--- config.mk ---
export PLATFORM = sky130hd
export DESIGN_NAME = uart_frame_assembler
export DESIGN_NICKNAME = d
export VERILOG_FILES = /design/src/rtl/uart_frame_pkg.sv /design/src/rtl/byte_shift_reg.sv /design/src/rtl/uart_frame_assembler.sv
export SDC_FILE = /design/constraint.sdc
export NUM_CORES = 1
export LEC_CHECK = 0
export CAP_MARGIN = 10
export CORE_MARGIN = 2
export CORE_UTILIZATION = 45
export DETAILED_ROUTE_END_ITERATION = 10
export HOLD_SLACK_MARGIN = 0.03
export PLACE_DENSITY = 0.77
export RECOVER_POWER = 25
export SETUP_SLACK_MARGIN = 0.5
export SLEW_MARGIN = 10
export SYNTH_ARGS = -nofsm -noshare
export SYNTH_HDL_FRONTEND = slang
export SYNTH_HIERARCHICAL = 1
export SYNTH_SLANG_ARGS = --single-unit
export TNS_END_PERCENT = 10
--- constraint.sdc ---
create_clock -name clk -period 1.6 [get_ports clk]
set_clock_uncertainty 0.1 [all_clocks]
set_input_delay 0.32 -clock clk [delete_from_list [all_inputs] [get_ports clk]]
set_output_delay 0.32 -clock clk [all_outputs]
set_load 0.02 [all_outputs]
--- src/rtl/uart_frame_pkg.sv ---
// ============================================================================
//  Module   : uart_frame_pkg
//  Purpose  : Shared types and sizes for the UART decrypt-frame assembler.
//  Revision : 1.0  initial release
// ============================================================================
`default_nettype none

package uart_frame_pkg;

    typedef enum logic [1:0] {
        S_KEY  = 2'd0,
        S_CT   = 2'd1,
        S_HOLD = 2'd2
    } frame_state_t;

    typedef logic [127:0] block_t;

    localparam int FRAME_BYTES = 32;

endpackage

`default_nettype wire

--- src/rtl/byte_shift_reg.sv ---
// ============================================================================
//  Module   : byte_shift_reg
//  Purpose  : 128-bit byte-wide shift-in register with load enable and clear.
//  Revision : 1.0  initial release
// ============================================================================
`default_nettype none

module byte_shift_reg
    import uart_frame_pkg::*;
(
    input  logic       clk,
    input  logic       rst_n,
    input  logic       clr,
    input  logic       load,
    input  logic [7:0] din,
    output block_t     q
);

    block_t r_q;
    block_t w_base;

    // clear together with load starts a fresh block holding only din
    assign w_base = clr ? '0 : r_q;

    always_ff @(posedge clk or negedge rst_n) begin
        if (!rst_n) begin
            r_q <= '0;
        end else if (load) begin
            r_q <= {w_base[119:0], din};
        end else if (clr) begin
            r_q <= '0;
        end
    end

    assign q = r_q;

endmodule

`default_nettype wire

--- src/rtl/uart_frame_assembler.sv ---
// ============================================================================
//  Module   : uart_frame_assembler
//  Purpose  : Packs the UART byte stream into a 32-byte key+ciphertext frame
//             with valid/ready hand-off. Optional inter-byte idle timeout is
//             enabled by defining UART_FRAME_TIMEOUT_EN.
//  Revision : 1.0  initial release
// ============================================================================
`default_nettype none

module uart_frame_assembler
    import uart_frame_pkg::*;
#(
    parameter int BLOCK_BYTES    = FRAME_BYTES / 2,
    parameter int TIMEOUT_CYCLES = 34720
) (
    input  logic         clk,
    input  logic         rst_n,
    input  logic         rx_valid,
    input  logic [7:0]   rx_data,
    output logic [127:0] key_out,
    output logic [127:0] ct_out,
    output logic         blk_valid,
    input  logic         blk_ready,
    output logic [4:0]   byte_cnt,
    output logic         busy,
    output logic         overrun,
    output logic         timeout_evt
);

    frame_state_t r_state;
    frame_state_t w_state_nxt;
    logic [4:0]   r_byte_cnt;
    logic [4:0]   w_cnt_nxt;
    logic         r_overrun;
    logic         w_key_ld;
    logic         w_key_clr;
    logic         w_ct_ld;
    logic         w_ovr_set;
    logic         w_last;
    logic         w_busy;
    logic         w_expire;

    assign w_last = (r_byte_cnt == 5'(BLOCK_BYTES - 1));
    assign w_busy = (r_state == S_CT) || ((r_state == S_KEY) && (r_byte_cnt != 5'd0));

    byte_shift_reg u_key_reg (
        .clk   (clk),
        .rst_n (rst_n),
        .clr   (w_key_clr),
        .load  (w_key_ld),
        .din   (rx_data),
        .q     (key_out)
    );

    byte_shift_reg u_ct_reg (
        .clk   (clk),
        .rst_n (rst_n),
        .clr   (1'b0),
        .load  (w_ct_ld),
        .din   (rx_data),
        .q     (ct_out)
    );

`ifdef UART_FRAME_TIMEOUT_EN
    localparam int c_IDLE_W = (TIMEOUT_CYCLES > 1) ? $clog2(TIMEOUT_CYCLES) : 1;

    logic [c_IDLE_W-1:0] r_idle;
    logic                r_timeout;

    // an arriving byte always beats an expiring counter
    assign w_expire = w_busy && !rx_valid && (r_idle == c_IDLE_W'(TIMEOUT_CYCLES - 1));

    always_ff @(posedge clk or negedge rst_n) begin
        if (!rst_n) begin
            r_idle    <= '0;
            r_timeout <= 1'b0;
        end else begin
            r_timeout <= w_expire;
            if (!w_busy || rx_valid || w_expire) begin
                r_idle <= '0;
            end else begin
                r_idle <= r_idle + c_IDLE_W'(1);
            end
        end
    end

    assign timeout_evt = r_timeout;
`else
    logic [31:0] w_unused_timeout_cfg;

    assign w_unused_timeout_cfg = 32'(TIMEOUT_CYCLES);
    assign w_expire             = 1'b0;
    assign timeout_evt          = 1'b0;
`endif

    always_ff @(posedge clk or negedge rst_n) begin
        if (!rst_n) begin
            r_state    <= S_KEY;
            r_byte_cnt <= 5'd0;
            r_overrun  <= 1'b0;
        end else begin
            r_state    <= w_state_nxt;
            r_byte_cnt <= w_cnt_nxt;
            if (w_ovr_set) begin
                r_overrun <= 1'b1;
            end
        end
    end

    always_comb begin
        w_state_nxt = r_state;
        w_cnt_nxt   = r_byte_cnt;
        w_key_ld    = 1'b0;
        w_key_clr   = 1'b0;
        w_ct_ld     = 1'b0;
        w_ovr_set   = 1'b0;
        case (r_state)
            S_KEY: begin
                if (rx_valid) begin
                    w_key_ld = 1'b1;
                    if (w_last) begin
                        w_cnt_nxt   = 5'd0;
                        w_state_nxt = S_CT;
                    end else begin
                        w_cnt_nxt = r_byte_cnt + 5'd1;
                    end
                end else if (w_expire) begin
                    w_cnt_nxt = 5'd0;
                end
            end
            S_CT: begin
                if (rx_valid) begin
                    w_ct_ld = 1'b1;
                    if (w_last) begin
                        w_cnt_nxt   = 5'd0;
                        w_state_nxt = S_HOLD;
                    end else begin
                        w_cnt_nxt = r_byte_cnt + 5'd1;
                    end
                end else if (w_expire) begin
                    w_cnt_nxt   = 5'd0;
                    w_state_nxt = S_KEY;
                end
            end
            S_HOLD: begin
                if (blk_ready) begin
                    w_state_nxt = S_KEY;
                    w_cnt_nxt   = 5'd0;
                    if (rx_valid) begin
                        w_key_clr = 1'b1;
                        w_key_ld  = 1'b1;
                        w_cnt_nxt = 5'd1;
                    end
                end else if (rx_valid) begin
                    w_ovr_set = 1'b1;
                end
            end
            default: begin
                w_state_nxt = S_KEY;
                w_cnt_nxt   = 5'd0;
            end
        endcase
    end

    assign blk_valid = (r_state == S_HOLD);
    assign byte_cnt  = r_byte_cnt;
    assign busy      = w_busy;
    assign overrun   = r_overrun;

endmodule

`default_nettype wire
==> metrics.csv, run 1 <==
stage,metric,value,unit
route,DRC,0,
grt,vias in the first global route,8321,
floorplanning,core box area,24200,um^2
worst_setup_path,Worst path max stage delay,390,ps
logic_synthesis,syn_area_per_cell,12.8,um^2
worst_setup_path,"slowest stage cell, crit path",dfrtp_1,
logic_synthesis,sequential area share after synthesis,59.9,%
final_layout,Fill cells,1704,
timing,Worst-Margin Slew,1120,ps
floorplanning,num rows,57,
worst_setup_path,number of buffers and inverters on the critical path,2,
clock_network,Worst-path clk slew,60,ps
final_layout,footprint of the multi-input gates,3840,um^2
place,# port buffers,275,
logic_synthesis,count of cell types in the netlist,38,
run_status,failing checks,negative setup slack,
route,DR vias,8139,
floorplanning,I/O pin count,277,
timing,Final Max Tran Viols,0,
worst_setup_path,Startpoint Class,flop,
power_and_ir_drop,worst IR drop on VDD,1.75,mV
final_layout,share of cells above drive strength 1,38.0,%
route,met3 wire length,2400,um
logic_synthesis,Post-synth EDFFs,0,
final_layout,final net count,1294,
timing,Slew headroom,25.1,%
timing,setup ws final,-428,ps
logic_synthesis,Synth Instances,863,
worst_setup_path,critical path class,flop to output pin,
route,DRT Pass-1 Iters,4,
place,Placer Congestion,0.853,
grt,initial antenna violation count,0,
floorplanning,Die H,161,um
power_and_ir_drop,Clock Power Share,21.5,%
run_status,outcome,"complete, but fails checks",
logic_synthesis,Ys Warns,6,
grt,GRT overflow,0,
route,routed wl met2,14800,um
clock_network,clk sinks,264,
floorplanning,die area,25800,um^2
worst_setup_path,Worst Path Required,1180,ps
clock_network,CTS buffer count,28,
run,Max-Cap Viols,0,
clock_network,CTS HTree Levels,1,
logic_synthesis,Synth top cells by count,"dfrtp_1, nor2_1, mux2i_1",
final_layout,Area growth syn-to-layout,48.6,%
floorplanning,Die W,161,um
power_and_ir_drop,internal power,0.0182,W
timing,fmax,493,MHz
timing,RSZ-0062 raised after global routing,yes,
route,wire per inst,18.7,um
clock_network,clock buffer depth,3,
grt,pin count of the biggest net entering global routing,101,
power_and_ir_drop,Leak Pwr,8.06,nW
route,final wirelength,30400,um
logic_synthesis,Synth top area share,59.9,%
timing,final setup violating endpoints,114,
route,drt first-iter violations,445,
timing,minimum clock period,2030,ps
route,top layer in use,met4,
clock_network,CTS tree,done,
timing,Hold WS,351,ps
worst_setup_path,critical path's top delay family,flip-flops,
final_layout,Final Util,67.8,%
min_path,classification of the worst-slack hold path,primary input to flop,
clock_network,worst-skew pair later-pin latency,530,ps
worst_setup_path,worst path cell trace,inv_2 -> ha_4 -> nor4b_4 -> a21oi_2 -> buf_4,
logic_synthesis,post-synthesis cell area,11000,um^2
power_and_ir_drop,switching part of the total,35.7,%
logic_synthesis,synth top area cells,"dfrtp_1, mux2i_1, nor2_1",
grt,first-pass GRT wire length,47000,um
worst_setup_path,Worst setup EP type,output pin,
power_and_ir_drop,reported net switching power,0.0101,W
logic_synthesis,Synth Register Bits,264,
route,drt via density,5.01,
logic_synthesis,"Primary FF master, synth",dfrtp_1,
worst_setup_path,Worst Path Arrival,1610,ps
route,Detail Route Antenna Nets,0,
grt,Total GRT Usage,22.7,%
timing,Final period util,127,%
final_layout,storage element area,6610,um^2
logic_synthesis,top cell type by total area after synthesis,dfrtp_1,
place,HPWL Detailed,20000,um
timing,Fin. Hold Viols,0,
worst_setup_path,CP Max Fanout,2,
power_and_ir_drop,Pwr Density,1720,nW/um^2
logic_synthesis,async set or reset register ratio after synthesis,100,%
place,Setup WS pre-CTS,-484,ps
final_layout,Antenna Cells,0,
floorplanning,Initial Util,45.6,%
route,WL met1,12400,um
power_and_ir_drop,Flop pwr share,35.6,%
logic_synthesis,top-count cell post-synth,dfrtp_1,
power_and_ir_drop,combinational share of power,42.9,%
clock_network,clk root buf,clkbuf_16,
==> sequential cells by signal, indices dropped and copies added, names as in the netlist <==
name / flops
u_ct_reg/q: 128
u_key_reg/q: 128
byte_cnt: 5
r_state: 2
overrun: 1
==> placed cells by master, fill, tap and decap left out, types with 2 or more instances in the layout <==
master / Yosys / layout
a21oi_1: 3 / 2
a22o_1: 17 / 17
buf_12: 22 / 23
buf_4: 1 / 136
buf_6: 2 / 269
clkbuf_1: 22 / 7
clkbuf_16: 0 / 29
clkbuf_8: 0 / 4
clkdlybuf4s15_2: 0 / 2
clkdlybuf4s50_1: 0 / 10
clkinv_2: 0 / 6
clkinvlp_4: 0 / 2
conb_1: 1 / 5
dfrtp_1: 264 / 262
dfrtp_2: 0 / 2
ha_4: 0 / 2
inv_2: 1 / 3
mux2i_1: 240 / 238
mux2i_2: 0 / 2
nand2_1: 2 / 2
nand4b_1: 2 / 2
nor2_1: 244 / 244
nor2_4: 0 / 2
o211ai_1: 2 / 2
o22ai_1: 2 / 2
o31ai_1: 2 / 2
==> power groups by stage <==
stage / registers (W) / logic, W / clock network (W)
floorplan: 0.0116 / 0.00415 / 0
global route: 0.0102 / 0.0129 / 0.00649
finish: 0.0101 / 0.0121 / 0.00607
global placement: 0.00984 / 0.0106 / 0
CTS: 0.00993 / 0.0115 / 0.00620
detailed placement: 0.00987 / 0.0108 / 0
==> per-layer routing <==
layer,GRT usage [%],vias to the layer above
met5,0,-
met4,5.77,0
met3,7.23,55
met2,37.4,248
met1,29.4,4094
li1,-,3742
==> stage by stage <==
step                      setup TNS, ps  instances  total power (W)  area, um^2
after floorplan                    -450        867           0.0158       11100
final                             -3810       1623           0.0283       16400
after CTS                        -40890       1588           0.0277       15900
after global placement           -87860       1491           0.0205       14500
after detailed placement         -94940       1491           0.0207       14500
after global routing             -24100       1623           0.0296       16400
==> logic make-up after synthesis <==
family                   after synthesis  share of synthesized area, %
flip-flops                           264                          59.9
AND/OR/NAND/NOR                      260                          9.43
multiplexers                         240                          21.8
buffers and inverters                 64                          6.25
AO/OA/AOI/OAI                         31                          2.25
adder cells (fa/ha/maj)                2                         0.227
other                                  1                        0.0340
XOR/XNOR                               1                        0.0795
==> repair_timing <==
item | CTS | global route
buffers inserted | 47 | 35
hold buffers | 1 | 0
resized for setup | 965 | 547
setup endpoints to repair | 528 | 528
hold endpoints to repair | 264 | 0
pin swaps | 2 | 14
cloned | 0 | 0
==> path summary, 6_finish.rpt <==
| kind | cells past startpoint | startpoint | endpoint | slack, ps |
|---|---|---|---|---|
| worst max register to register | 6 | r_state[1]$_DFFE_PN0P_ | u_ct_reg/q[82]$_DFF_PN0_ | -100 |
| worst min register to register | 1 | overrun$_DFFE_PN0P_ | overrun$_DFFE_PN0P_ | 420 |
| max in group asynchronous | 3 | rst_n | u_ct_reg/q[83]$_DFF_PN0_ | 80 |
| worst min-delay path | 2 | rx_data[0] | u_ct_reg/q[0]$_DFF_PN0_ | 350 |
| worst max-delay path | 5 | byte_cnt[0]$_DFFE_PN0P_ | busy | -430 |
| min in group asynchronous | 2 | rst_n | u_ct_reg/q[113]$_DFF_PN0_ | 460 |
==> layout make-up <==
class / instances / share of cell area, %
Clock buffer: 40 / 4.93
Clock inverter: 9 / 0.328
Inverter: 5 / 0.130
Multi-Input combinational cell: 539 / 23.4
Sequential cell: 264 / 40.3
Tap cell: 324 / 2.47
Timing Repair Buffer: 442 / 28.4
(Power assumes the default switching activity.)
==> run 2, diff against run 1 <==
CORE_UTILIZATION = 49   (was 45)
PLACE_DENSITY = 0.8   (was 0.77)
clock period = 2.1 ns   (was 1.6 ns; I/O delays follow)
==> run 2 against run 1 <==
The run still ends with negative setup slack left. Utilization is 4.8 points higher. Setup slack better by 400 ps. Via count is 1.6% lower. Sequential share of layout area is 1.1 points higher. Global-route usage is 1.2 points higher. Combinational power is 27% lower. Wire length is 2.4% lower. Cell count is 4.9% lower.
==> metrics.csv, run 2 (synthesis gave the netlist of run 1 again) <==
stage,metric,value,unit,change
worst_setup_path,CP Max Fanout,2,,unchanged
floorplanning,Die W,154,um,-4.1%
timing,minimum clock period,2120,ps,
clock_network,clock buffer depth,3,,unchanged
worst_setup_path,Startpoint Class,flop,,
timing,Fin. Hold Viols,0,,unchanged
place,# port buffers,275,,unchanged
final_layout,share of cells above drive strength 1,34.4,%,-3.6 points
power_and_ir_drop,total power draw,0.0216,W,-24%
clock_network,worst-skew pair later-pin latency,530,ps,about the same
grt,GRT overflow,0,,unchanged
final_layout,Fill cells,1467,,-14%
power_and_ir_drop,worst IR drop on VDD,1.41,mV,-19%
place,HPWL Detailed,19200,um,-3.7%
timing,final setup violating endpoints,1,,-99%
floorplanning,core box area,22000,um^2,-9.2%
place,Placer Congestion,0.835,,-2.2%
clock_network,clk root buf,clkbuf_16,,
final_layout,Antenna Cells,0,,unchanged
power_and_ir_drop,Pwr Density,1350,nW/um^2,-21%
worst_setup_path,Worst Path Arrival,1600,ps,about the same
timing,Final Max Tran Viols,0,,unchanged
run_status,outcome,"complete, but fails checks",,
worst_setup_path,Worst Path Required,1580,ps,+400 ps
route,DR vias,8010,,-1.6%
floorplanning,die area,23700,um^2,-8.0%
route,DRC,0,,unchanged
timing,Worst-Margin Slew,1430,ps,+309 ps
final_layout,final std cells w/o fill,1543,,-4.9%
final_layout,footprint of the multi-input gates,3850,um^2,+0.23%
min_path,classification of the worst-slack hold path,flop to flop,,
final_layout,Area growth syn-to-layout,44.6,%,
floorplanning,Initial Util,50.2,%,+4.6 points
run_status,failing checks,negative setup slack,,
route,Detail Route Antenna Nets,0,,unchanged
worst_setup_path,critical path class,flop to output pin,,
timing,setup ws final,-23.1,ps,+405 ps
clock_network,CTS HTree Levels,1,,unchanged
route,drt via density,5.19,,+3.5%
floorplanning,Die H,154,um,-4.1%
place,Setup WS pre-CTS,-73.1,ps,+411 ps
timing,Final period util,101,%,
grt,vias in the first global route,8281,,-0.48%
route,wire per inst,19.2,um,+2.6%
clock_network,CTS tree,done,,
grt,first-pass GRT wire length,45800,um,-2.6%
final_layout,storage element area,6610,um^2,about the same
final_layout,most frequent cells in the layout,"dfrtp_1, nor2_1, buf_6, mux2i_1, buf_4",,
grt,initial antenna violation count,0,,unchanged
timing,Slew headroom,4.55,%,-21 points
place,Inst Count DP,1407,,-5.6%
power_and_ir_drop,Leak Pwr,7.91,nW,-1.8%
final_layout,Final Util,72.6,%,+4.8 points
floorplanning,num rows,54,,-5.3%
timing,setup TNS,-23.1,ps,+3780 ps
final_layout,final net count,1258,,-2.8%
timing,RSZ-0062 raised after global routing,yes,,
grt,pin count of the biggest net entering global routing,101,,unchanged
worst_setup_path,Worst setup EP type,output pin,,
final_layout,"commonest non-fill, non-tap cell in the layout",dfrtp_1,,
route,drt first-iter violations,336,,-24%
grt,Total GRT Usage,24.0,%,+1.2 points
route,final wirelength,29700,um,-2.4%
clock_network,Worst-path clk slew,60,ps,about the same
worst_setup_path,worst path cell trace,inv_2 -> ha_4 -> nor4b_4 -> a21oi_2 -> buf_6,,
clock_network,clk sinks,264,,unchanged
worst_setup_path,Worst path max stage delay,400,ps,about the same
floorplanning,I/O pin count,277,,unchanged
run,Max-Cap Viols,0,,unchanged
route,DRT Pass-1 Iters,4,,unchanged
worst_setup_path,critical path's top delay family,flip-flops,,
clock_network,CTS buffer count,28,,unchanged
worst_setup_path,number of buffers and inverters on the critical path,2,,unchanged
timing,fmax,471,MHz,
worst_setup_path,"slowest stage cell, crit path",dfrtp_2,,
-- run 2: cell types whose count changed in the layout (fill, tap and decap cells not counted), sizes merged --
cell           delta
buf              -64
bufinv            +2
clkbuf            +6
clkdlybuf4s15     -2
clkinv            -4
clkinvlp          -2
dlygate4sd2      +27
inv               +1
-- run 2: layout make-up --
class	count	area share, %
clock buffers	43	5.38
clock inverters	6	0.542
inverters	5	0.133
multi-input cells	539	24.1
flip-flops and latches	264	41.5
well taps	280	2.20
repair buffers	406	26.1
-- run 2: repair_timing --
action	CTS	global route
gates resized for setup	350	963
hold buffers	1	0
pin swaps	2	7
endpoints found under the setup margin	505	521
buffers inserted	50	36
hold endpoints to repair	44	0
-- run 2: layer usage --
| metal | wire length [um] | part of all wire [%] | global-route usage (%) |
|---|---|---|---|
| met1 | 12100 | 41 | 30.9 |
| met2 | 14800 | 50 | 40.6 |
| met3 | 1940 | 6.5 | 5.95 |
| met4 | 745 | 2.5 | 6.54 |
| met5 | 0 | 0 | 0 |
-- run 2: metrics by stage --
| stage | instance area, um^2 | hold WS (ps) |
|---|---|---|
| after global placement | 14000 | 263 |
| after global routing | 15900 | 462 |
| after floorplan | 11100 | 24.4 |
| after detailed placement | 14000 | 268 |
| final | 15900 | 442 |
| after CTS | 15400 | 293 |
-- run 2: path summary, 6_finish.rpt --
kind / startpoint / to / slack [ps] / depth (start not counted)
worst max-delay path: byte_cnt[0]$_DFFE_PN0P_ / busy / -20 / 5
worst min-delay path: overrun$_DFFE_PN0P_ / overrun$_DFFE_PN0P_ / 440 / 1
worst max register to register: r_state[1]$_DFFE_PN0P_ / u_key_reg/q[22]$_DFF_PN0_ / 330 / 5
worst min register to register: overrun$_DFFE_PN0P_ / overrun$_DFFE_PN0P_ / 440 / 1
max in group asynchronous: rst_n / u_key_reg/q[100]$_DFF_PN0_ / 230 / 3
min in group asynchronous: rst_n / u_key_reg/q[52]$_DFF_PN0_ / 690 / 2
-- run 2: power breakdown --
group          switching (W)  total (W)  internal, W
sequential           0.00136    0.00774      0.00638
combinational        0.00444    0.00887      0.00443
clock                0.00194    0.00499      0.00304
